===== config.mk =====
export PLATFORM = sky130hd
export DESIGN_NAME = lap_stopwatch
export DESIGN_NICKNAME = d
export VERILOG_FILES = /design/src/rtl/lap_stopwatch_pkg.sv /design/src/rtl/lap_stopwatch_digit.sv /design/src/rtl/lap_stopwatch.sv
export SDC_FILE = /design/constraint.sdc
export NUM_CORES = 1
export LEC_CHECK = 0
export ABC_CLOCK_PERIOD_IN_PS = 3060
export CAP_MARGIN = 10
export CORE_MARGIN = 1.5
export CORE_UTILIZATION = 60
export CTS_BUF_LIST = sky130_fd_sc_hd__clkbuf_4
export DETAILED_ROUTE_END_ITERATION = 6
export DONT_BUFFER_PORTS = 1
export PLACE_DENSITY = 0.76
export SYNTH_ARGS = -nofsm -noshare
export SYNTH_HDL_FRONTEND = slang
export SYNTH_SLANG_ARGS = --single-unit

===== constraint.sdc =====
create_clock -name clk -period 3.06 [get_ports clk]
set_input_delay 0.459 -clock clk [delete_from_list [all_inputs] [get_ports clk]]
set_output_delay 0.459 -clock clk [all_outputs]
set_load 0.03 [all_outputs]

===== src/rtl/lap_stopwatch_pkg.sv =====
// =============================================================================
// Module      : lap_stopwatch_pkg
// Description : Shared types and constants for the lap stopwatch block.
// Revision    : 1.0 - initial release
// =============================================================================
`default_nettype none

package lap_stopwatch_pkg;

    localparam int BCD_W = 4;

    typedef enum logic [1:0] {
        SW_IDLE  = 2'd0,
        SW_RUN   = 2'd1,
        SW_PAUSE = 2'd2
    } sw_state_t;

    // Even digits count 0..9, odd digits 0..5, giving ss/mm/hh pairs.
    function automatic logic [BCD_W-1:0] digit_limit(input int i);
        return (i % 2 == 0) ? 4'd9 : 4'd5;
    endfunction

endpackage

`default_nettype wire


===== src/rtl/lap_stopwatch_digit.sv =====
// =============================================================================
// Module      : bcd_digit_counter
// Description : Single BCD digit counting 0..limit with synchronous clear.
// Revision    : 1.0 - initial release
// =============================================================================
`default_nettype none

module bcd_digit_counter
    import lap_stopwatch_pkg::*;
(
    input  logic             clk,
    input  logic             rst,
    input  logic             en,
    input  logic [BCD_W-1:0] limit,
    input  logic             clr,
    output logic [BCD_W-1:0] q,
    output logic             carry
);

    logic [BCD_W-1:0] r_q;

    always_ff @(posedge clk or posedge rst) begin
        if (rst) begin
            r_q <= '0;
        end else if (clr) begin
            r_q <= '0;
        end else if (en) begin
            r_q <= (r_q == limit) ? '0 : r_q + 1'b1;
        end
    end

    assign q     = r_q;
    assign carry = (r_q == limit);

endmodule

`default_nettype wire


===== src/rtl/lap_stopwatch.sv =====
// =============================================================================
// Module      : lap_stopwatch
// Description : BCD stopwatch with browsable circular lap memory.
//               Define LAP_STOPWATCH_SATURATE_EN to pause at all-limits time.
// Revision    : 1.0 - initial release
// =============================================================================
`default_nettype none

module lap_stopwatch
    import lap_stopwatch_pkg::*;
#(
    parameter int DIGITS    = 4,
    parameter int LAP_DEPTH = 4,
    parameter int IDX_W     = $clog2(LAP_DEPTH) + 1
) (
    input  logic                    clk,
    input  logic                    rst,
    input  logic                    tick,
    input  logic                    start_stop,
    input  logic                    lap,
    input  logic                    clear,
    input  logic                    view_prev,
    input  logic                    view_next,
    output logic                    running,
    output logic                    viewing,
    output logic [IDX_W-1:0]        lap_count,
    output logic [IDX_W-1:0]        view_idx,
    output logic                    ovf,
    output logic [BCD_W*DIGITS-1:0] show_bcd
);

    localparam int               c_PTR_W  = $clog2(LAP_DEPTH);
    localparam int               c_TIME_W = BCD_W * DIGITS;
    localparam logic [IDX_W-1:0] c_DEPTH  = IDX_W'(LAP_DEPTH);

    sw_state_t            r_state;
    sw_state_t            w_state_nxt;
    logic [c_TIME_W-1:0]  w_time;
    logic [DIGITS-1:0]    w_carry;
    logic [DIGITS-1:0]    w_en;
    logic                 w_clr;
    logic                 w_count;
    logic                 w_wrap;
    logic                 w_adv;
    logic                 w_sat_stop;
    logic                 w_ovf_nxt;
    logic                 w_lap_wr;

    logic [c_PTR_W-1:0]   r_wr_ptr;
    logic [c_PTR_W-1:0]   w_wr_ptr_nxt;
    logic [c_PTR_W-1:0]   w_rd_ptr;
    logic [IDX_W-1:0]     r_lap_count;
    logic [IDX_W-1:0]     w_lap_count_nxt;
    logic [IDX_W-1:0]     r_view_idx;
    logic [IDX_W-1:0]     w_view_idx_nxt;
    logic                 r_viewing;
    logic                 w_viewing_nxt;
    logic                 r_ovf;
    logic [c_TIME_W-1:0]  r_mem [LAP_DEPTH];

    // clear has no effect at all while running.
    assign w_clr    = clear & (r_state != SW_RUN);
    assign w_count  = tick & (r_state == SW_RUN);
    assign w_wrap   = w_count & (&w_carry);
    assign w_lap_wr = lap & (r_state == SW_RUN);

`ifdef LAP_STOPWATCH_SATURATE_EN
    // Set once time has parked at all-limits so the next run tick wraps instead.
    logic r_sat_done;

    assign w_sat_stop = w_wrap & ~r_sat_done;
    assign w_adv      = w_count & ~w_sat_stop;
    assign w_ovf_nxt  = w_sat_stop;

    always_ff @(posedge clk or posedge rst) begin
        if (rst) begin
            r_sat_done <= 1'b0;
        end else if (w_clr || w_adv) begin
            r_sat_done <= 1'b0;
        end else if (w_sat_stop) begin
            r_sat_done <= 1'b1;
        end
    end
`else
    assign w_sat_stop = 1'b0;
    assign w_adv      = w_count;
    assign w_ovf_nxt  = w_wrap;
`endif

    generate
        for (genvar i = 0; i < DIGITS; i++) begin : g_digit
            if (i == 0) begin : g_lsd
                assign w_en[i] = w_adv;
            end else begin : g_chain
                assign w_en[i] = w_adv & (&w_carry[i-1:0]);
            end

            bcd_digit_counter u_digit (
                .clk   (clk),
                .rst   (rst),
                .en    (w_en[i]),
                .limit (digit_limit(i)),
                .clr   (w_clr),
                .q     (w_time[BCD_W*i +: BCD_W]),
                .carry (w_carry[i])
            );
        end
    endgenerate

    always_ff @(posedge clk or posedge rst) begin
        if (rst) begin
            r_state <= SW_IDLE;
        end else begin
            r_state <= w_state_nxt;
        end
    end

    always_comb begin
        w_state_nxt = r_state;
        case (r_state)
            SW_IDLE: begin
                if (start_stop && !w_clr) w_state_nxt = SW_RUN;
            end
            SW_RUN: begin
                if (start_stop || w_sat_stop) w_state_nxt = SW_PAUSE;
            end
            SW_PAUSE: begin
                if (w_clr)           w_state_nxt = SW_IDLE;
                else if (start_stop) w_state_nxt = SW_RUN;
            end
            default: w_state_nxt = SW_IDLE;
        endcase
    end

    // A lap write takes precedence over browsing and shifts view_idx so the
    // displayed entry stays put.
    always_comb begin
        w_wr_ptr_nxt    = r_wr_ptr;
        w_lap_count_nxt = r_lap_count;
        w_viewing_nxt   = r_viewing;
        w_view_idx_nxt  = r_view_idx;
        if (w_clr) begin
            w_wr_ptr_nxt    = '0;
            w_lap_count_nxt = '0;
            w_viewing_nxt   = 1'b0;
            w_view_idx_nxt  = '0;
        end else if (w_lap_wr) begin
            w_wr_ptr_nxt = r_wr_ptr + 1'b1;
            if (r_lap_count != c_DEPTH) w_lap_count_nxt = r_lap_count + 1'b1;
            if (r_viewing && (r_view_idx != w_lap_count_nxt - 1'b1))
                w_view_idx_nxt = r_view_idx + 1'b1;
        end else if (view_prev && !view_next) begin
            if (r_lap_count != '0) begin
                if (!r_viewing) begin
                    w_viewing_nxt  = 1'b1;
                    w_view_idx_nxt = '0;
                end else if (r_view_idx != r_lap_count - 1'b1) begin
                    w_view_idx_nxt = r_view_idx + 1'b1;
                end
            end
        end else if (view_next && !view_prev && r_viewing) begin
            if (r_view_idx == '0) w_viewing_nxt  = 1'b0;
            else                  w_view_idx_nxt = r_view_idx - 1'b1;
        end
    end

    always_ff @(posedge clk or posedge rst) begin
        if (rst) begin
            r_wr_ptr    <= '0;
            r_lap_count <= '0;
            r_viewing   <= 1'b0;
            r_view_idx  <= '0;
            r_ovf       <= 1'b0;
        end else begin
            r_wr_ptr    <= w_wr_ptr_nxt;
            r_lap_count <= w_lap_count_nxt;
            r_viewing   <= w_viewing_nxt;
            r_view_idx  <= w_view_idx_nxt;
            r_ovf       <= w_ovf_nxt;
        end
    end

    // Contents need no reset: nothing is readable while lap_count is zero.
    always_ff @(posedge clk) begin
        if (w_lap_wr) r_mem[r_wr_ptr] <= w_time;
    end

    assign w_rd_ptr  = r_wr_ptr - 1'b1 - r_view_idx[c_PTR_W-1:0];
    assign show_bcd  = r_viewing ? r_mem[w_rd_ptr] : w_time;
    assign running   = (r_state == SW_RUN);
    assign viewing   = r_viewing;
    assign lap_count = r_lap_count;
    assign view_idx  = r_view_idx;
    assign ovf       = r_ovf;

endmodule

`default_nettype wire


==> results.tsv <==
stage	metric	value	unit
cells_and_area	fin_nets	368	
synth	post_synth_inst_count	325	
placement	finalWeightedCongestion	0.787	
pwr	ir_worst_vdd	0.342	mV
synth	synth.largest_area_cell	sky130_fd_sc_hd__edfxtp_1	
placement	portBuffers	0	
sta	rsz0062_at_grt	no	
die	die_y	89.2	um
synth	synth_top_area_share	43.2	%
critical_path	path_max_fanout	10	
synth	synth_cell_type_count	55	
detailed_routing	detail_route.iter0.violations	169	
critical_path	cp_data_arrival_time	2450	ps
global_route	globalRoute.totalOverflow	0	
critical_path	endpoint_kind	output port	
placement	numPlacedInstances	426	
cells_and_area	antenna-diode-count	0	
global_route	grt_first_pass_wirelength	12.7	mm
clock_network	cts_buffers	9	
clock_network	numClockSinks	92	
sta	hold_violations	0	
sta	fin_tns_setup	0	ps
global_route	grt_start_max_net_pins	29	
die	start_util	61.7	%
global_route	vias_in_the_first_global_route	2547	
sta	fmaxAchievable	0.344	GHz
detailed_routing	finalWirelength	8.17	mm
synth	post_synth_main_area_contributors	sky130_fd_sc_hd__edfxtp_1, sky130_fd_sc_hd__dfrtp_1, sky130_fd_sc_hd__mux4_2	
cells_and_area	final_cell_count_no_fill	445	
detailed_routing	antenna_left	0	
cells_and_area	final_layout_size_suffix_gt1_share	21.7	%
critical_path	criticalPathCategory	reg2out	
synth	synthesis.area	4450	um2
synth	async_flop_share	30.4	%
die	die_area	7950	um2
pwr	power-per-cell-area	637	nW/um2
detailed_routing	detailedRoute.firstPassIterationCount	4	
cells_and_area	most_frequent_standard_cell_in_the_layout_excluding_fill_and_tap_cells	sky130_fd_sc_hd__edfxtp_1	
critical_path	timing.critical_path.required	2600	ps
synth	ys_dominant_reg_cell	sky130_fd_sc_hd__edfxtp_1	
pwr	total_power	3080	uW
sta	holdWs	118	ps
sta	setup_skew	19.3	ps
detailed_routing	mean_number_of_vias_per_cell	6.06	
die	core_region_area	7210	um2
run_status	status	completed	
die	die_x	89.2	um
sta	final-setup-viol-count	0	
synth	yosysSeqAreaShare	58.9	%
clock_network	clk_pin_slew_worst_paths	140	ps
placement	place_hpwl	5.06	mm
detailed_routing	remaining_drc_errors	0	
sta	maxSlewHeadroom	49.8	%
flow_run	max-cap-violations	0	
cells_and_area	most_frequent_cells_in_the_layout	sky130_fd_sc_hd__edfxtp_1, sky130_fd_sc_hd__dfrtp_1, sky130_fd_sc_hd__nand2_1, sky130_fd_sc_hd__o21ai_0, sky130_fd_sc_hd__ha_1	
clock_network	insertion_delay	450	ps
global_route	antenna_found_initial	0	
critical_path	setup.worst_path.start_class	flop	
synth	postSynthRegisterBits	92	
cells_and_area	layout-area-overhead-vs-synth	8.40	%
min_path	min-delay-path-class	in2reg	
synth	synthesized_area_per_cell	13.7	um2
sta	final_period_minus_worst_setup_slack	2900	ps
clock_network	cts.htree.levels	3	
sta	post-route-period-util	94.9	%
die	boundaryPins	33	
detailed_routing	detailroute.via_count	2698	
clock_network	max-clock-path-buffers	2	
pwr	p_leak	0.00177	uW
die	fp-row-count	31	
clock_network	root_buffer	sky130_fd_sc_hd__clkbuf_4	
detailed_routing	detail_route.wl_per_cell	18.3	um
synth	synth_enable_flop_cells	64	
synth	net_count_after_synthesis	352	
synth	ys_warn_count	0	
clock_network	cts_tree	yes	
global_route	globalRouteTotalUtil	22.1	%
sta	maxSlewViolCount	0	
cells_and_area	fin_util	66.9	%
sta	worst_slew_pin_slew	753	ps
-- cells in the mapped netlist, types with 4 or more instances --
library cell and number:
sky130_fd_sc_hd__mux4_2 16, sky130_fd_sc_hd__and3_1 5, sky130_fd_sc_hd__and2_1 5, sky130_fd_sc_hd__inv_1 15, sky130_fd_sc_hd__o21ai_1 4, sky130_fd_sc_hd__dfrtp_1 28, sky130_fd_sc_hd__edfxtp_1 64, sky130_fd_sc_hd__mux2_2 12
sky130_fd_sc_hd__clkbuf_1 5, sky130_fd_sc_hd__nor2_1 16, sky130_fd_sc_hd__ha_1 19, sky130_fd_sc_hd__nand2_1 27, sky130_fd_sc_hd__xnor2_1 4, sky130_fd_sc_hd__nor3_1 6, sky130_fd_sc_hd__o21ai_0 25, sky130_fd_sc_hd__a21oi_1 15
sky130_fd_sc_hd__nand3_1 4
-- routing by layer --
metal	GRT usage, %	vias up	part of all wire (%)
met5	0	-	0
met4	8.95	0	1.2
met3	4.99	8	6.6
met2	33.4	85	47
met1	31.5	1351	45
li1	-	1254	-
-- repair_timing --
item,4_1_cts,5_1_grt
buffers inserted,2,0
pin swaps,1,0
hold endpoints to repair,28,0
hold buffers,1,0
cloned,0,0
gates resized for setup,1,2
endpoints found under the setup margin,16,16
-- worst max-delay path, cell delays in order (launching register included) --
cell and delay (ps):
sky130_fd_sc_hd__dfrtp_1 470, sky130_fd_sc_hd__ha_1 240, sky130_fd_sc_hd__xnor2_2 260, sky130_fd_sc_hd__xnor2_4 190, sky130_fd_sc_hd__buf_12 170, sky130_fd_sc_hd__mux4_2 300
sky130_fd_sc_hd__mux2_2 360
-- stage by stage --
step	setup slack [ps]	cell area, um2
after CTS	50.0	4820
after global placement	185	4610
final	155	4830
after floorplan	167	4450
after global routing	31.4	4830
after detailed placement	69.3	4610
-- registers in the layout, summed over array words and instances, names as in the netlist --
| register | cells |
|---|---|
| ovf | 1 |
| r_mem | 64 |
| lap_count | 3 |
| g_digit.u_digit.q | 16 |
| r_wr_ptr | 2 |
| viewing | 1 |
| r_state | 2 |
| view_idx | 3 |
-- path summary, 6_finish.rpt --
check                              from                 endpoint  slack [ps]  depth (start not counted)
hold reg to reg            lap_count[0]             lap_count[0]         540                          1
setup reg to reg           lap_count[1]              view_idx[2]         480                          8
setup / recovery            r_wr_ptr[0]             show_bcd[10]         160                          6
max in group asynchronous           rst  g_digit[2].u_digit.q[3]        2240                          3
hold / removal               start_stop               r_state[1]         120                          1
min in group asynchronous           rst                      ovf         510                          3
-- report_power, final --
part	switching (uW)	internal, uW
logic	509	436
clock network	421	253
registers	76.2	1380
total	1010	2070
-- layout make-up --
type | count | area (um2)
sequential | 92 | 2620
fill | 538 | 2390
multi-input combinational | 205 | 1720
timing repair buffer | 17 | 159
tap | 99 | 124
clock inverter | 7 | 77.6
clock buffer | 9 | 67.6
inverter | 16 | 60.1
-- cell families after synthesis --
kind of cell,after synthesis,synth area share (%)
compound gates,61,8.49
xor+xnor,9,2.42
fa+ha+maj,19,5.34
buf+inv,28,2.98
flops,92,58.9
mux,29,11.4
simple gates,87,10.5
Power figures use the tool's default switching activity.
